$ cat src/rtl/mem_arbiter_pkg.sv
// mem_arb_pkg: shared types and defaults for the memory arbiter.
// Contents: RAM status encoding, arbiter FSM state encoding, and the
// default watchdog limit.
package mem_arb_pkg;

  // Status reported by the RAM model every cycle.
  typedef enum logic [1:0] {
    FREE   = 2'd0,
    BUSY   = 2'd1,
    ACCESS = 2'd2,
    ERROR  = 2'd3
  } ramstate_t;

  typedef enum logic [2:0] {
    IDLE   = 3'd0,
    DATA   = 3'd1,
    INSTR  = 3'd2,
    DONE_D = 3'd3,
    DONE_I = 3'd4,
    FAULT  = 3'd5
  } arb_state_t;

  // Default cycles allowed in DATA/INSTR before declaring a RAM fault.
  localparam int TIMEOUT_DEFAULT = 255;

endpackage

$ cat src/rtl/mem_arbiter_if.sv
// mem_arbiter_if: bundle between the pipeline requesters, the arbiter and the RAM.
// Ports: fetch side (iREN/iaddr/iload/ihit), data side (dREN/dWEN/daddr/dstore/
// dload/dhit), RAM side (ramREN/ramWEN/ramaddr/ramstore/ramload/ramstate), err.
interface mem_arbiter_if
  import mem_arb_pkg::*;
#(
  parameter int ADDR_W = 32,
  parameter int DATA_W = 32
);

  logic              iREN;
  logic [ADDR_W-1:0] iaddr;
  logic [DATA_W-1:0] iload;
  logic              ihit;

  logic              dREN;
  logic              dWEN;
  logic [ADDR_W-1:0] daddr;
  logic [DATA_W-1:0] dstore;
  logic [DATA_W-1:0] dload;
  logic              dhit;

  logic              ramREN;
  logic              ramWEN;
  logic [ADDR_W-1:0] ramaddr;
  logic [DATA_W-1:0] ramstore;
  logic [DATA_W-1:0] ramload;
  ramstate_t         ramstate;

  logic              err;

  // Arbiter side.
  modport slave (
    input  iREN, iaddr, dREN, dWEN, daddr, dstore, ramload, ramstate,
    output iload, ihit, dload, dhit, ramREN, ramWEN, ramaddr, ramstore, err
  );

  // Requester / RAM-model side.
  modport master (
    output iREN, iaddr, dREN, dWEN, daddr, dstore, ramload, ramstate,
    input  iload, ihit, dload, dhit, ramREN, ramWEN, ramaddr, ramstore, err
  );

endinterface

$ cat src/rtl/mem_arbiter.sv
// mem_arbiter: serialises data and instruction requests onto one variable-latency RAM.
// Ports: CLK, nRST (async active-low), bus (mem_arbiter_if.slave).
// Data beats fetch; hits are one-cycle registered pulses; err is sticky until reset.
module mem_arbiter
  import mem_arb_pkg::*;
#(
  parameter int ADDR_W  = 32,
  parameter int DATA_W  = 32,
  parameter int TIMEOUT = TIMEOUT_DEFAULT
) (
  input logic          CLK,
  input logic          nRST,
  mem_arbiter_if.slave bus
);

  localparam logic [7:0] TIMEOUT_CNT = 8'(TIMEOUT);

  arb_state_t state;
  logic [7:0] wd_cnt;

  // Watchdog fires on the cycle that would bring the count up to the limit,
  // so exactly TIMEOUT cycles are spent waiting before FAULT.
  logic wd_expire;
  assign wd_expire = ((wd_cnt + 8'd1) == TIMEOUT_CNT);

  // All outputs are registered so hits and RAM enables are glitch-free and
  // drop asynchronously on reset.
  always_ff @(posedge CLK or negedge nRST) begin
    if (!nRST) begin
      state        <= IDLE;
      wd_cnt       <= 8'd0;
      bus.ihit     <= 1'b0;
      bus.dhit     <= 1'b0;
      bus.err      <= 1'b0;
      bus.ramREN   <= 1'b0;
      bus.ramWEN   <= 1'b0;
      bus.iload    <= {DATA_W{1'b0}};
      bus.dload    <= {DATA_W{1'b0}};
      bus.ramaddr  <= {ADDR_W{1'b0}};
      bus.ramstore <= {DATA_W{1'b0}};
    end else begin
      case (state)
        IDLE: begin
          if (bus.dREN || bus.dWEN) begin
            // dREN and dWEN together resolve to a write.
            state        <= DATA;
            wd_cnt       <= 8'd0;
            bus.ramaddr  <= bus.daddr;
            bus.ramstore <= bus.dstore;
            bus.ramWEN   <= bus.dWEN;
            bus.ramREN   <= ~bus.dWEN;
          end else if (bus.iREN) begin
            state       <= INSTR;
            wd_cnt      <= 8'd0;
            bus.ramaddr <= bus.iaddr;
            bus.ramREN  <= 1'b1;
            bus.ramWEN  <= 1'b0;
          end
        end

        DATA, INSTR: begin
          if (bus.ramstate == ACCESS) begin
            if (state == DATA) begin
              bus.dload <= bus.ramload;
              bus.dhit  <= 1'b1;
              state     <= DONE_D;
            end else begin
              bus.iload <= bus.ramload;
              bus.ihit  <= 1'b1;
              state     <= DONE_I;
            end
            bus.ramREN <= 1'b0;
            bus.ramWEN <= 1'b0;
          end else if (bus.ramstate == ERROR || wd_expire) begin
            state      <= FAULT;
            bus.err    <= 1'b1;
            bus.ramREN <= 1'b0;
            bus.ramWEN <= 1'b0;
          end else begin
            wd_cnt <= wd_cnt + 8'd1;
          end
        end

        DONE_D: begin
          bus.dhit <= 1'b0;
          state    <= IDLE;
        end

        DONE_I: begin
          bus.ihit <= 1'b0;
          state    <= IDLE;
        end

        FAULT: begin
          // Terminal until reset.
          bus.err    <= 1'b1;
          bus.ramREN <= 1'b0;
          bus.ramWEN <= 1'b0;
        end

        default: begin
          state      <= IDLE;
          bus.ramREN <= 1'b0;
          bus.ramWEN <= 1'b0;
        end
      endcase
    end
  end

endmodule

$ cat src/flat_wrapper.sv
// flat-port wrapper written by rule: the top's interface ports become plain ports
module mem_arbiter_flat import mem_arb_pkg::*;
#(
  parameter int ADDR_W  = 32,
  parameter int DATA_W  = 32,
  parameter int TIMEOUT = TIMEOUT_DEFAULT
)
  (CLK, nRST, bus_iREN, bus_iaddr, bus_dREN, bus_dWEN, bus_daddr, bus_dstore, bus_ramload, bus_ramstate, bus_iload, bus_ihit, bus_dload, bus_dhit, bus_ramREN, bus_ramWEN, bus_ramaddr, bus_ramstore, bus_err);
  mem_arbiter_if #(.ADDR_W(ADDR_W), .DATA_W(DATA_W)) bus_i ();
  input logic CLK;
  input logic nRST;
  input wire logic [$bits(bus_i.iREN)-1:0] bus_iREN;
  input wire logic [$bits(bus_i.iaddr)-1:0] bus_iaddr;
  input wire logic [$bits(bus_i.dREN)-1:0] bus_dREN;
  input wire logic [$bits(bus_i.dWEN)-1:0] bus_dWEN;
  input wire logic [$bits(bus_i.daddr)-1:0] bus_daddr;
  input wire logic [$bits(bus_i.dstore)-1:0] bus_dstore;
  input wire logic [$bits(bus_i.ramload)-1:0] bus_ramload;
  input wire logic [$bits(bus_i.ramstate)-1:0] bus_ramstate;
  output wire logic [$bits(bus_i.iload)-1:0] bus_iload;
  output wire logic [$bits(bus_i.ihit)-1:0] bus_ihit;
  output wire logic [$bits(bus_i.dload)-1:0] bus_dload;
  output wire logic [$bits(bus_i.dhit)-1:0] bus_dhit;
  output wire logic [$bits(bus_i.ramREN)-1:0] bus_ramREN;
  output wire logic [$bits(bus_i.ramWEN)-1:0] bus_ramWEN;
  output wire logic [$bits(bus_i.ramaddr)-1:0] bus_ramaddr;
  output wire logic [$bits(bus_i.ramstore)-1:0] bus_ramstore;
  output wire logic [$bits(bus_i.err)-1:0] bus_err;
  assign bus_i.iREN = bus_iREN;
  assign bus_i.iaddr = bus_iaddr;
  assign bus_i.dREN = bus_dREN;
  assign bus_i.dWEN = bus_dWEN;
  assign bus_i.daddr = bus_daddr;
  assign bus_i.dstore = bus_dstore;
  assign bus_i.ramload = bus_ramload;
  assign bus_i.ramstate = bus_ramstate;
  assign bus_iload = bus_i.iload;
  assign bus_ihit = bus_i.ihit;
  assign bus_dload = bus_i.dload;
  assign bus_dhit = bus_i.dhit;
  assign bus_ramREN = bus_i.ramREN;
  assign bus_ramWEN = bus_i.ramWEN;
  assign bus_ramaddr = bus_i.ramaddr;
  assign bus_ramstore = bus_i.ramstore;
  assign bus_err = bus_i.err;
  mem_arbiter #(.ADDR_W(ADDR_W), .DATA_W(DATA_W), .TIMEOUT(TIMEOUT)) u_core (.CLK(CLK), .nRST(nRST), .bus(bus_i));
endmodule
$ cat config.mk
export PLATFORM = sky130hd
export DESIGN_NAME = mem_arbiter_flat
export DESIGN_NICKNAME = d
export VERILOG_FILES = /design/src/rtl/mem_arbiter_pkg.sv /design/src/rtl/mem_arbiter_if.sv /design/src/rtl/mem_arbiter.sv /design/src/flat_wrapper.sv
export SDC_FILE = /design/constraint.sdc
export NUM_CORES = 1
export LEC_CHECK = 0
export ABC_AREA = 1
export CAP_MARGIN = 20
export CORE_UTILIZATION = 42
export DETAILED_ROUTE_END_ITERATION = 8
export HOLD_SLACK_MARGIN = 0.1
export PLACE_DENSITY = 0.89
export SYNTH_ARGS = -nofsm -noshare
export SYNTH_HDL_FRONTEND = slang
export SYNTH_SLANG_ARGS = --single-unit
$ cat constraint.sdc
create_clock -name CLK -period 2.28 [get_ports CLK]
set_clock_uncertainty 0.1 [all_clocks]
set_input_delay 0.57 -clock CLK [delete_from_list [all_inputs] [get_ports CLK]]
set_output_delay 0.57 -clock CLK [all_outputs]
set_load 0.01 [all_outputs]
==> results.py <==
metrics = {
    "synth": {
        "synth_cells": 633,
        "post-synth-top-count-cell": "nand2_1",
        "avgSynthCellArea_um2": 9.67,
        "synthTopCellsByCount": "172 x nand2_1, 144 x dfrtp_1, 60 x o21ai_0",
        "yosysWarnings": 0,
        "synthTopCellsByArea": "dfrtp_1 59%, nand2_1 11%, mux2_2 5.9%",
        "async_reset_ff_share_pct": 100,
        "synth_top_area_share_pct": 58.8,
        "synthFlopType": "dfrtp_1",
        "ys_types": 29,
        "yosysTopAreaCell": "dfrtp_1",
        "syn_nets": 770,
        "ys_seq_elements": 144,
        "synth_edf_count": 0,
        "syn_area_mm2": 0.00612,
        "ys_seq_area_share_pct": 58.8,
    },
    "drt": {
        "drtAntennaViolNets": 0,
        "drc": 0,
        "wl_per_cell_um": 15.1,
        "viasPerCell": 4.87,
        "finalWirelength_mm": 16.5,
        "drtIter0Drc": 267,
        "via_count": 5331,
        "first_pass_iters": 4,
    },
    "critical_path": {
        "timing.rr.end": "u_core.wd_cnt[2]",
        "critPathLaunchType": "flop",
        "crit_required_ps": 1610,
        "path_buf_inv": 1,
        "r2r_cells": 12,
        "worstPathCellList": "clkdlybuf4s50_1",
        "critPathTopFamily": "buffers and inverters",
        "crit_arrival_ps": 1380,
        "worst_setup_path_end_kind": "output pin",
        "critical_path_class": "reg -> out",
        "reg2reg_from": "u_core.wd_cnt[0]",
        "slowest_delay_ps": 610,
        "startpoint": "u_core.bus.ramREN",
        "crit_cells": 1,
        "crit_fanout": 2,
        "r2r_slack_ps": 370,
        "endpoint": "bus_ramREN",
        "cpMaxStageDelayCell": "clkdlybuf4s50_1",
    },
    "floorplan": {
        "die_w_um": 123,
        "rows": 43,
        "die-height_um": 123,
        "io_pins": 268,
        "start_util_pct": 43.6,
        "dieArea_mm2": 0.0151,
        "core_area_mm2": 0.0140,
    },
    "sta": {
        "slew_violations": 0,
        "max_freq_mhz": 488,
        "fin_crit_ps": 2050,
        "worst_pin_slew_ps": 396,
        "finalSetupViolations": 0,
        "layout_setup_ws_ps": 229,
        "setup_tns_ps": 0,
        "post-route-period-util_pct": 90.0,
        "rsz0062_at_grt": "false",
        "maxSlewHeadroom_pct": 73.6,
        "final-hold-violation-count": 0,
        "hold_slack_ps": 374,
    },
    "place": {
        "hpwl_mm": 12.1,
        "portBuffers": 267,
        "dpl.cell_count": 1061,
        "gp_congestion": 0.766,
        "dp_slack_ps": 83.3,
        "dpl_cell_area_mm2": 0.00902,
    },
    "cells_and_area": {
        "multi_input_area_mm2": 0.00214,
        "final_util_pct": 68.5,
        "fill_cells": 1062,
        "drive_above_1_share_pct": 11.4,
        "final_cell_area_mm2": 0.00961,
        "syn2layout_area_growth_pct": 57.0,
        "stdcell_count": 1094,
        "seq_area_mm2": 0.00360,
        "layout.nets": 1038,
        "diodes": 0,
    },
    "grt": {
        "grt_start_max_net_pins": 66,
        "grt_pass1_wl_mm": 25.5,
        "grt_usage_pct": 22.4,
        "grt_pass1_vias": 5222,
        "grt_antenna_before_repair": 0,
        "grt-ovfl-total": 0,
    },
    "min_path": {
        "hold_depth": 2,
        "hp-class": "reg -> reg",
    },
    "clock_tree": {
        "cts_tree": "yes",
        "cts_resized": 0,
        "clk_pin_slew_ps": 60,
        "cts-root-buf": "clkbuf_16",
        "cts_sinks": 144,
        "cts_htree_levels": 4,
        "numCtsBuffers": 17,
        "cts_buffer_depth": 2,
        "clk_latency_ps": 410,
    },
    "outcome": {
        "outcome": "completed",
    },
    "power": {
        "p_leak_nw": 4.34,
        "irDropWorstVdd_mv": 0.657,
        "power_mw": 12.9,
        "power_density_mw_per_mm2": 1340,
    },
    "run": {
        "drv_cap": 0,
    },
}
[sequential cells by signal, indices dropped and copies added (netlist names)]
| name | flops |
|---|---|
| u_core.state | 3 |
| u_core.bus.ramREN | 1 |
| u_core.bus.iload | 32 |
| u_core.bus.ramaddr | 32 |
| u_core.bus.dhit | 1 |
| u_core.bus.dload | 32 |
| u_core.bus.ramstore | 32 |
| u_core.bus.err | 1 |
| u_core.wd_cnt | 8 |
| u_core.bus.ramWEN | 1 |
| u_core.bus.ihit | 1 |
[layout by cell type, fill, tap and decap left out, drive strengths merged]
master         synthesis  final
clkdlybuf4s50          0    266
nand2                182    182
dfrtp                144    144
o21ai                 65     65
inv                   55     58
nor2                  52     52
a31oi                 34     34
mux2                  32     32
nand3                 20     20
clkbuf                14     18
buf                   17     13
clkinv                 0      7
nand4                  6      6
a21oi                  5      5
ha                     2      2
bufinv                 0      2
clkinvlp               0      2
nor3                   2      2
o21bai                 1      1
o211ai                 1      1
a21o                   1      1
dlygate4sd3            0      1
[repair_timing]
action	CTS	global route
hold endpoints to repair	34	0
hold buffers	1	0
buffers inserted	0	0
[kinds of logic after synthesis]
group,after synthesis,share of synthesized area (%)
buffers and inverters,86,6.17
adders and majority gates,2,0.409
DFF,144,58.8
and+or+nand+nor,262,19.1
AOI/OAI and AO/OA,107,9.62
muxes,32,5.88
[how the worst min path moves through the flow]
stage	from	endpoint	slack [ps]
after floorplan	nRST	u_core.bus.dhit	170
after global placement	u_core.bus.ihit	u_core.bus.ihit	360
after detailed placement	u_core.bus.ihit	u_core.bus.ihit	370
after CTS	u_core.bus.ihit	u_core.bus.ihit	380
after global routing	u_core.bus.err	u_core.bus.err	400
final	u_core.bus.ihit	u_core.bus.ihit	370
[where the power goes]
group | total (mW) | internal, mW | leakage, nW | switching, mW
combinational | 5.74 | 3.15 | 2.31 | 2.59
clock | 2.76 | 1.63 | 0.283 | 1.13
sequential | 4.41 | 3.73 | 1.75 | 0.681
[tightest hold or removal path: stages, from the launching register on]
cell and delay [ps]:
dfrtp_1 340, nand2_1 50, nand2_1 50
[cell type report]
class | count | share of cell area (%)
clock buffers | 18 | 4.46
multi-input cells | 403 | 22.3
inverters | 55 | 2.15
clock inverters | 14 | 1.64
well taps | 180 | 2.34
flip-flops and latches | 144 | 37.5
repair buffers | 280 | 29.6
[metal layers]
layer  track usage, %  routed length (um)
met1             24.2                6170
met2             39.7                8680
met3             7.67                1310
met4             9.30                 387
met5                0                   0
(Power assumes the default switching activity.)
